$ cat src/rtl/mult_seq_if.sv
// Handshake and data bundle for the sequential multiplier.
// The control side drives the master modport; the multiplier is the slave.
interface mult_seq_if #(
  parameter int unsigned WIDTH = 32
);
  logic             start;
  logic             is_signed;
  logic [WIDTH-1:0] a;
  logic [WIDTH-1:0] b;
  logic             busy;
  logic             done;
  logic [WIDTH-1:0] hi;
  logic [WIDTH-1:0] lo;

  modport master (
    output start, is_signed, a, b,
    input  busy, done, hi, lo
  );

  modport slave (
    input  start, is_signed, a, b,
    output busy, done, hi, lo
  );
endinterface

$ cat src/rtl/mult_seq.sv
// Sequential shift-add multiplier: one multiplier bit per cycle, sign handled by magnitudes.
// Optional MULT_SEQ_EARLY_TERM_EN exits RUN once the remaining multiplier bits are all zero.
module mult_seq #(
  parameter int unsigned WIDTH = 32,
  parameter int unsigned CNT_W = 6
) (
  input logic       clk,
  input logic       rst,
  mult_seq_if.slave bus
);

  typedef enum logic [1:0] {StIdle, StRun, StFin} state_e;

  localparam logic [CNT_W-1:0] LastCnt = CNT_W'(WIDTH - 1);

  state_e             state_q, state_d;
  logic [WIDTH-1:0]   mcnd_q, mcnd_d;
  logic [WIDTH-1:0]   mplr_q, mplr_d;
  logic [WIDTH-1:0]   hi_q, hi_d;
  logic [WIDTH-1:0]   lo_q, lo_d;
  logic [2*WIDTH-1:0] acc_q, acc_d;
  logic [CNT_W-1:0]   cnt_q, cnt_d;
  logic               neg_q, neg_d;
  logic               done_q, done_d;

  logic [WIDTH-1:0]   a_mag, b_mag, addend;
  logic [WIDTH:0]     sum;
  logic [2*WIDTH-1:0] acc_res;
  logic               last_iter;

  always_comb begin
    a_mag  = (bus.is_signed && bus.a[WIDTH-1]) ? -bus.a : bus.a;
    b_mag  = (bus.is_signed && bus.b[WIDTH-1]) ? -bus.b : bus.b;
    addend = mplr_q[0] ? mcnd_q : {WIDTH{1'b0}};
    sum    = {1'b0, acc_q[2*WIDTH-1:WIDTH]} + {1'b0, addend};
  end

`ifdef MULT_SEQ_EARLY_TERM_EN
  localparam logic [CNT_W-1:0] WidthCnt = CNT_W'(WIDTH);
  // Skipped iterations would only shift in zeros, so a final shift restores alignment.
  always_comb begin
    last_iter = (cnt_q == LastCnt) || (mplr_q[WIDTH-1:1] == '0);
    acc_res   = acc_q >> (WidthCnt - cnt_q);
  end
`else
  always_comb begin
    last_iter = (cnt_q == LastCnt);
    acc_res   = acc_q;
  end
`endif

  always_comb begin
    state_d = state_q;
    mcnd_d  = mcnd_q;
    mplr_d  = mplr_q;
    hi_d    = hi_q;
    lo_d    = lo_q;
    acc_d   = acc_q;
    cnt_d   = cnt_q;
    neg_d   = neg_q;
    done_d  = 1'b0;
    unique case (state_q)
      StIdle: begin
        if (bus.start) begin
          mcnd_d  = a_mag;
          mplr_d  = b_mag;
          // Zero operand never yields a negated result.
          neg_d   = bus.is_signed & (bus.a[WIDTH-1] ^ bus.b[WIDTH-1]) & (|bus.a) & (|bus.b);
          acc_d   = '0;
          cnt_d   = '0;
          state_d = StRun;
        end
      end
      StRun: begin
        acc_d  = {sum, acc_q[WIDTH-1:1]};
        mplr_d = mplr_q >> 1;
        cnt_d  = cnt_q + 1'b1;
        if (last_iter) state_d = StFin;
      end
      StFin: begin
        {hi_d, lo_d} = neg_q ? -acc_res : acc_res;
        done_d       = 1'b1;
        state_d      = StIdle;
      end
      default: state_d = StIdle;
    endcase
  end

  always_ff @(posedge clk) begin
    if (rst) begin
      state_q <= StIdle;
      mcnd_q  <= '0;
      mplr_q  <= '0;
      hi_q    <= '0;
      lo_q    <= '0;
      acc_q   <= '0;
      cnt_q   <= '0;
      neg_q   <= 1'b0;
      done_q  <= 1'b0;
    end else begin
      state_q <= state_d;
      mcnd_q  <= mcnd_d;
      mplr_q  <= mplr_d;
      hi_q    <= hi_d;
      lo_q    <= lo_d;
      acc_q   <= acc_d;
      cnt_q   <= cnt_d;
      neg_q   <= neg_d;
      done_q  <= done_d;
    end
  end

  assign bus.busy = (state_q != StIdle);
  assign bus.done = done_q;
  assign bus.hi   = hi_q;
  assign bus.lo   = lo_q;

endmodule

$ cat src/flat_wrapper.sv
// flat-port wrapper written by rule: the top's interface ports become plain ports
module mult_seq_flat 
#(
  parameter int unsigned WIDTH = 32,
  parameter int unsigned CNT_W = 6
)
  (clk, rst, bus_start, bus_is_signed, bus_a, bus_b, bus_busy, bus_done, bus_hi, bus_lo);
  mult_seq_if #(.WIDTH(WIDTH)) bus_i ();
  input logic clk;
  input logic rst;
  input wire logic [$bits(bus_i.start)-1:0] bus_start;
  input wire logic [$bits(bus_i.is_signed)-1:0] bus_is_signed;
  input wire logic [$bits(bus_i.a)-1:0] bus_a;
  input wire logic [$bits(bus_i.b)-1:0] bus_b;
  output wire logic [$bits(bus_i.busy)-1:0] bus_busy;
  output wire logic [$bits(bus_i.done)-1:0] bus_done;
  output wire logic [$bits(bus_i.hi)-1:0] bus_hi;
  output wire logic [$bits(bus_i.lo)-1:0] bus_lo;
  assign bus_i.start = bus_start;
  assign bus_i.is_signed = bus_is_signed;
  assign bus_i.a = bus_a;
  assign bus_i.b = bus_b;
  assign bus_busy = bus_i.busy;
  assign bus_done = bus_i.done;
  assign bus_hi = bus_i.hi;
  assign bus_lo = bus_i.lo;
  mult_seq #(.WIDTH(WIDTH), .CNT_W(CNT_W)) u_core (.clk(clk), .rst(rst), .bus(bus_i));
endmodule
$ cat config.mk
export PLATFORM = sky130hd
export DESIGN_NAME = mult_seq_flat
export DESIGN_NICKNAME = d
export VERILOG_FILES = /design/src/rtl/mult_seq_if.sv /design/src/rtl/mult_seq.sv /design/src/flat_wrapper.sv
export SDC_FILE = /design/constraint.sdc
export NUM_CORES = 1
export LEC_CHECK = 0
export ABC_CLOCK_PERIOD_IN_PS = 3300
export CAP_MARGIN = 30
export CELL_PAD_IN_SITES_DETAIL_PLACEMENT = 1
export CELL_PAD_IN_SITES_GLOBAL_PLACEMENT = 1
export CORE_MARGIN = 5
export CORE_UTILIZATION = 39
export CTS_BUF_LIST = sky130_fd_sc_hd__clkbuf_4 sky130_fd_sc_hd__clkbuf_8
export DETAILED_ROUTE_END_ITERATION = 8
export HOLD_SLACK_MARGIN = 0.02
export PLACE_DENSITY_LB_ADDON = 0.1
export SLEW_MARGIN = 20
export SYNTH_ARGS = -nofsm -noshare
export SYNTH_HDL_FRONTEND = slang
export SYNTH_SLANG_ARGS = --single-unit
export TNS_END_PERCENT = 1
$ cat constraint.sdc
create_clock -name clk -period 3.3 [get_ports clk]
set_clock_uncertainty 0.1 [all_clocks]
set_input_delay 0.99 -clock clk [delete_from_list [all_inputs] [get_ports clk]]
set_output_delay 0.99 -clock clk [all_outputs]
set_load 0.005 [all_outputs]
# After elaboration in Yosys (flattened, before gate mapping)
# Cells that the tools add are included.
# totals
wordCells,47
latchBits,0
mem_bits_rw,0
inputBits,68
n_memories,0
romBits,0
register_bits,202
# classes
n_eq_ne,5
n_addsub,5
n_mul,0
magnitude_cmp,0
div_mod_pow,0
n_mux,14
reduce_logical,10
bitwise_logic,4
shift,0
# op_table
cell,n
32-bit two-way mux,4
64-bit two-way mux,2
64-bit one-hot mux with 2 select lines,1
32-bit negator,2
64-bit negator,1
32-bit one-hot mux with 2 select lines,1
32-bit OR reduction,2
32-bit by 32-bit adder with 33-bit output,1
6-bit one-hot mux with 2 select lines,1
6-bit by 1-bit adder with 6-bit output (second input constant),1
6-bit by 5-bit == test with 1-bit output (second input constant),1
6-bit two-way mux,1
2-bit AND reduction,3
2-bit two-way mux,2
2-bit one-hot mux with 2 select lines,1
2-bit nonzero test,2
1-bit bitwise AND,3
2-bit by 1-bit == test with 1-bit output (second input constant),1
2-bit == test (second input constant),1
1-bit logical AND,2
2-bit logical NOT,1
2-bit by 1-bit != test with 1-bit output (second input constant),1
2-bit != test (second input constant),1
1-bit two-way mux,1
1-bit bitwise XOR,1

# Longest topological paths before layout
# logic_depth
ltp_word,4
depth_mapped,12
mapped_depth_nobuf,12

# Worst setup path before layout
# OpenSTA, ideal clock, no wires.
# synth_path
kind,in2reg
start,input port bus_a[4]
end,register u_core.mcnd_q[26]
t_arrival_ns,3.258
setup_ns,0.086
required_time_ns,3.114
n_path_buf,1
path_slack_ns,-0.143
stages,8
cell_sequence,or3_1 > nor3b_1 > or3b_1 > clkbuf_1 > or4_1 > o31ai_1 > xor2_1 > a211oi_1
# synth_via
elab_chain_cells,2
# synth_rtl
element,line_no,rtl
from (decl),flat_wrapper.sv:13,input wire logic [$bits(bus_i.a)-1:0] bus_a;
32-bit negator,mult_seq.sv:32,a_mag = (bus.is_signed && bus.a[WIDTH-1]) ? -bus.a : bus.a;
32-bit two-way mux,mult_seq.sv:32,
to (signal assigned),mult_seq.sv:102,mcnd_q <= mcnd_d;
to (decl),mult_seq.sv:17,"logic [WIDTH-1:0] mcnd_q, mcnd_d;"
# Every way passes these cells.
# A chain may end at the register's enable or synchronous reset.

# Worst setup path after layout
# layout_path
start,register u_core.acc_q[1]
end,register u_core.hi_q[26] (netlist: u_core.bus.hi[26])
# layout_via
elab_chain_cells,2
# layout_rtl
element,line_no,rtl
from (decl),mult_seq.sv:21,"logic [2*WIDTH-1:0] acc_q, acc_d;"
from (signal assigned),mult_seq.sv:96,acc_q <= '0;
from (signal assigned),mult_seq.sv:106,acc_q <= acc_d;
64-bit negator,mult_seq.sv:81,"{hi_d, lo_d} = neg_q ? -acc_res : acc_res;"
64-bit two-way mux,mult_seq.sv:81,
to (signal assigned),mult_seq.sv:104,hi_q <= hi_d;
to (decl),mult_seq.sv:19,"logic [WIDTH-1:0] hi_q, hi_d;"
# Every way passes these cells.

==> metrics <==
status=finished clean; RSZ-0062 raised after global routing=true; drt via density=5.38; drt first pass iters=5; # diodes=0; htree depth=2; clk_lat worst skew=0.54 ns; Final Cycle Share=0.969; die width=179 um; number of global-route vias before repair=10.7k; setup TNS=0 ns; f_max=313 MHz; RR Startpoint=u_core.acc_q[1]$_SDFFE_PP0P_; gr ovfl total=0; post-synth cell types=65; GP Congestion=0.859; Worst VDD drop=0.000187 V; post-route ant nets=0; IO Port Bufs=133; initial DRC count=462; Inst Count DP=1904; Area Growth Syn to Fin=30.0%; CTS tree=yes; vias post-DR=10.6k; Hold Path Cell Cnt=2; routed len/inst=17.2 um; Seq/Total Area, Yosys=0.362; leading area contributor after synthesis=dfxtp_1; LEAKAGE=5.71 nW; worst hold start=u_core.mcnd_q[0]$_SDFFE_PP0P_; number of I/O pins=134; # DRC=0; max-capacitance violation count=0; largest net degree at the start of global routing=64; gr busiest metal=met2; clock sink count=202; worst path cell trace=inv_1 -> ha_1 -> or3b_2 -> or4_4 -> or4b_4 -> or2_4 -> nand2b_4 -> o31ai_4 -> xor2_1 -> o21ai_1; Final setup viols=0; nets@finish=1665; Die ar.=32100 um2; Ys Warns=0; antenna violations before repair=0; M3 GR Usage=0.0259; crit path buf inv count=1; met2 Use GR=0.363; Crit. End Element=flop; # rows=62; HP Class=reg -> reg; synth top area cells=dfxtp_1 36%, xor2_1 7.1%, nand2_1 4.4%; most frequent cells after synthesis=202 x dfxtp_1, 132 x nand2_1, 111 x nor2_1, 93 x a21oi_1, 93 x o21ai_0; Initial Util=0.393; Mapped Area=11200 um2; Post-synth ARST share=0; non-filler cells, final=1966; r2r setup slk=0.10 ns; syn nets=1461; power per cell area=396 nW/um2; Max Slew Vio Count=0; Tmin final=3.20 ns; Worst slew margin=0.505; Syn Area/Cell=8.24 um2; die height=179 um; slowest stage delay, CP=0.54 ns; Crit path required time=3.61 ns; cts bufs inserted=38; Worst path slowest cell=or4b_4; top-area cell type share of the netlist area=0.362; #FFs+latches synth=202; top_reg_cell synth=dfxtp_1; hold path endpoint=u_core.mcnd_q[0]$_SDFFE_PP0P_; M1 GR Usage=0.274; Root Driver=clkbuf_8; top-count cell post-synth=dfxtp_1; worst r2r dst=u_core.bus.hi[26]$_SDFFE_PP0P_; core area=28500 um2; Worst Path Max Fanout=5; CP arrival=3.51 ns; Reg2Reg Depth=10; GRT Overall Usage=0.208; setup bufs post-CTS=0; first-pass GRT wire length=55100 um; final WL=33900 um; Post-Syn Instances=1356; Fin. Hold Viols=0; Worst Setup Path Type=reg -> reg; HPWL after DPL=25500 um; worst slew pin tran=0.739 ns; Critical Path Start Type=flop; share of cells above drive strength 1=0.145; number of synthesized flops with an enable pin=0; Largest delay share family, worst path=simple AND/OR/NAND/NOR gates; Clk pin slew, worst setup/hold paths=0.06 ns; clk buf depth=3
-- kinds of logic (layout without fill, tap and decap cells) --
logic type / Yosys count / count (layout) / share of synthesized area
multiplexers: 2 / 2 / 0.00190
XOR/XNOR: 141 / 141 / 0.111
buffers and inverters: 108 / 334 / 0.0364
flip-flops: 202 / 202 / 0.362
AO/OA/AOI/OAI: 445 / 445 / 0.266
adder cells (fa/ha/maj): 37 / 37 / 0.0421
AND/OR/NAND/NOR: 421 / 421 / 0.181
-- worst reg2reg max path, cell delays in order, from the launching register on --
cell	delay, ns
dfxtp_1	0.31
inv_1	0.07
ha_1	0.16
or3b_2	0.47
or4_4	0.52
or4b_4	0.54
or2_4	0.28
nand2b_4	0.18
o31ai_4	0.18
xor2_1	0.20
o21ai_1	0.07
-- flip-flops by register name, indices dropped and copies added, names as in the netlist --
register / count
u_core.acc_q: 64
u_core.bus.done: 1
u_core.bus.hi: 32
u_core.bus.lo: 32
u_core.cnt_q: 6
u_core.mcnd_q: 32
u_core.mplr_q: 32
u_core.neg_q: 1
u_core.state_q: 2
-- power by group --
part | switching (W) | internal, W | total [W]
combinational | 0.000380 | 0.000305 | 0.000685
clock | 0.00105 | 0.00145 | 0.00250
sequential | 0.0000491 | 0.00251 | 0.00256
-- stage by stage --
step	instance area, um2	utilization	power (W)	hold WS [ns]	worst slack, ns
2_1_floorplan	11200	-	0.00298	0.327	-0.0451
3_3_place_gp	13600	0.479	0.00328	0.337	-0.505
3_5_place_dp	13600	0.479	0.00330	0.347	-0.576
4_1_cts	14400	0.506	0.00581	0.357	0.00167
5_1_grt	14500	0.510	0.00600	0.378	-0.0395
6_report	14500	0.510	0.00575	0.350	0.104
-- timing repair --
item,in CTS,in global routing
hold buffers,0,0
endpoints found under the setup margin,3,34
hold endpoints to repair,0,0
pin swaps,0,4
resized for setup,2,28
-- how the worst max path moves through the flow --
stage / from / to / cells past startpoint
final: u_core.acc_q[1]$_SDFFE_PP0P_ / u_core.bus.hi[26]$_SDFFE_PP0P_ / 10
after global routing: bus_b[7] / u_core.mplr_q[24]$_SDFFE_PP0P_ / 9
after CTS: bus_a[4] / u_core.mcnd_q[30]$_SDFFE_PP0P_ / 8
after detailed placement: bus_a[4] / u_core.mcnd_q[28]$_SDFFE_PP0P_ / 8
after global placement: bus_a[4] / u_core.neg_q$_SDFFE_PP0P_ / 9
after floorplan: bus_a[4] / u_core.mcnd_q[26]$_SDFFE_PP0P_ / 8
-- placed cells by master (no fill, tap or decap), types with 4 or more instances in the layout --
cell,synthesis,layout
o31ai_2,0,4
nor2b_1,8,4
a311oi_1,6,6
o21ai_1,9,11
buf_12,0,5
o21bai_1,7,7
and2_1,34,33
o211ai_1,4,4
a22o_1,37,37
a31oi_1,5,5
nand4_1,4,4
nor4_1,8,8
ha_1,36,36
or4_4,2,5
a21oi_1,93,93
or3_1,21,19
xor2_1,91,91
a211oi_2,0,4
nand3_1,32,30
xnor2_1,50,50
clkdlybuf4s50_1,0,132
a21o_1,18,18
o22ai_1,6,6
or4_1,18,15
o21ai_0,93,90
clkbuf_4,0,11
nand2_1,132,131
nand2b_1,10,10
buf_4,0,110
and3_1,5,5
clkbuf_8,0,46
o41ai_1,14,10
dfxtp_1,202,201
a211oi_1,65,61
nor2_1,111,108
o41ai_2,2,6
a22oi_1,28,28
nor3_1,21,18
o31ai_1,36,32
inv_1,25,25
-- routing by layer --
layer	share of wire	routed length, um	up-vias
met1	0.47	15900	5000
met5	0	0	-
met4	0.017	560	0
met2	0.47	16100	190
li1	-	-	5340
met3	0.038	1290	46
-- cell type report --
class / count / area [um2]
Tap cell: 384 / 480
Multi-Input combinational cell: 1046 / 6900
Inverter: 25 / 93.8
Timing Repair Buffer: 247 / 2250
Clock buffer: 57 / 716
Clock inverter: 5 / 52.6
Fill cell: 3451 / 13900
Sequential cell: 202 / 4050
(Power assumes the default switching activity.)
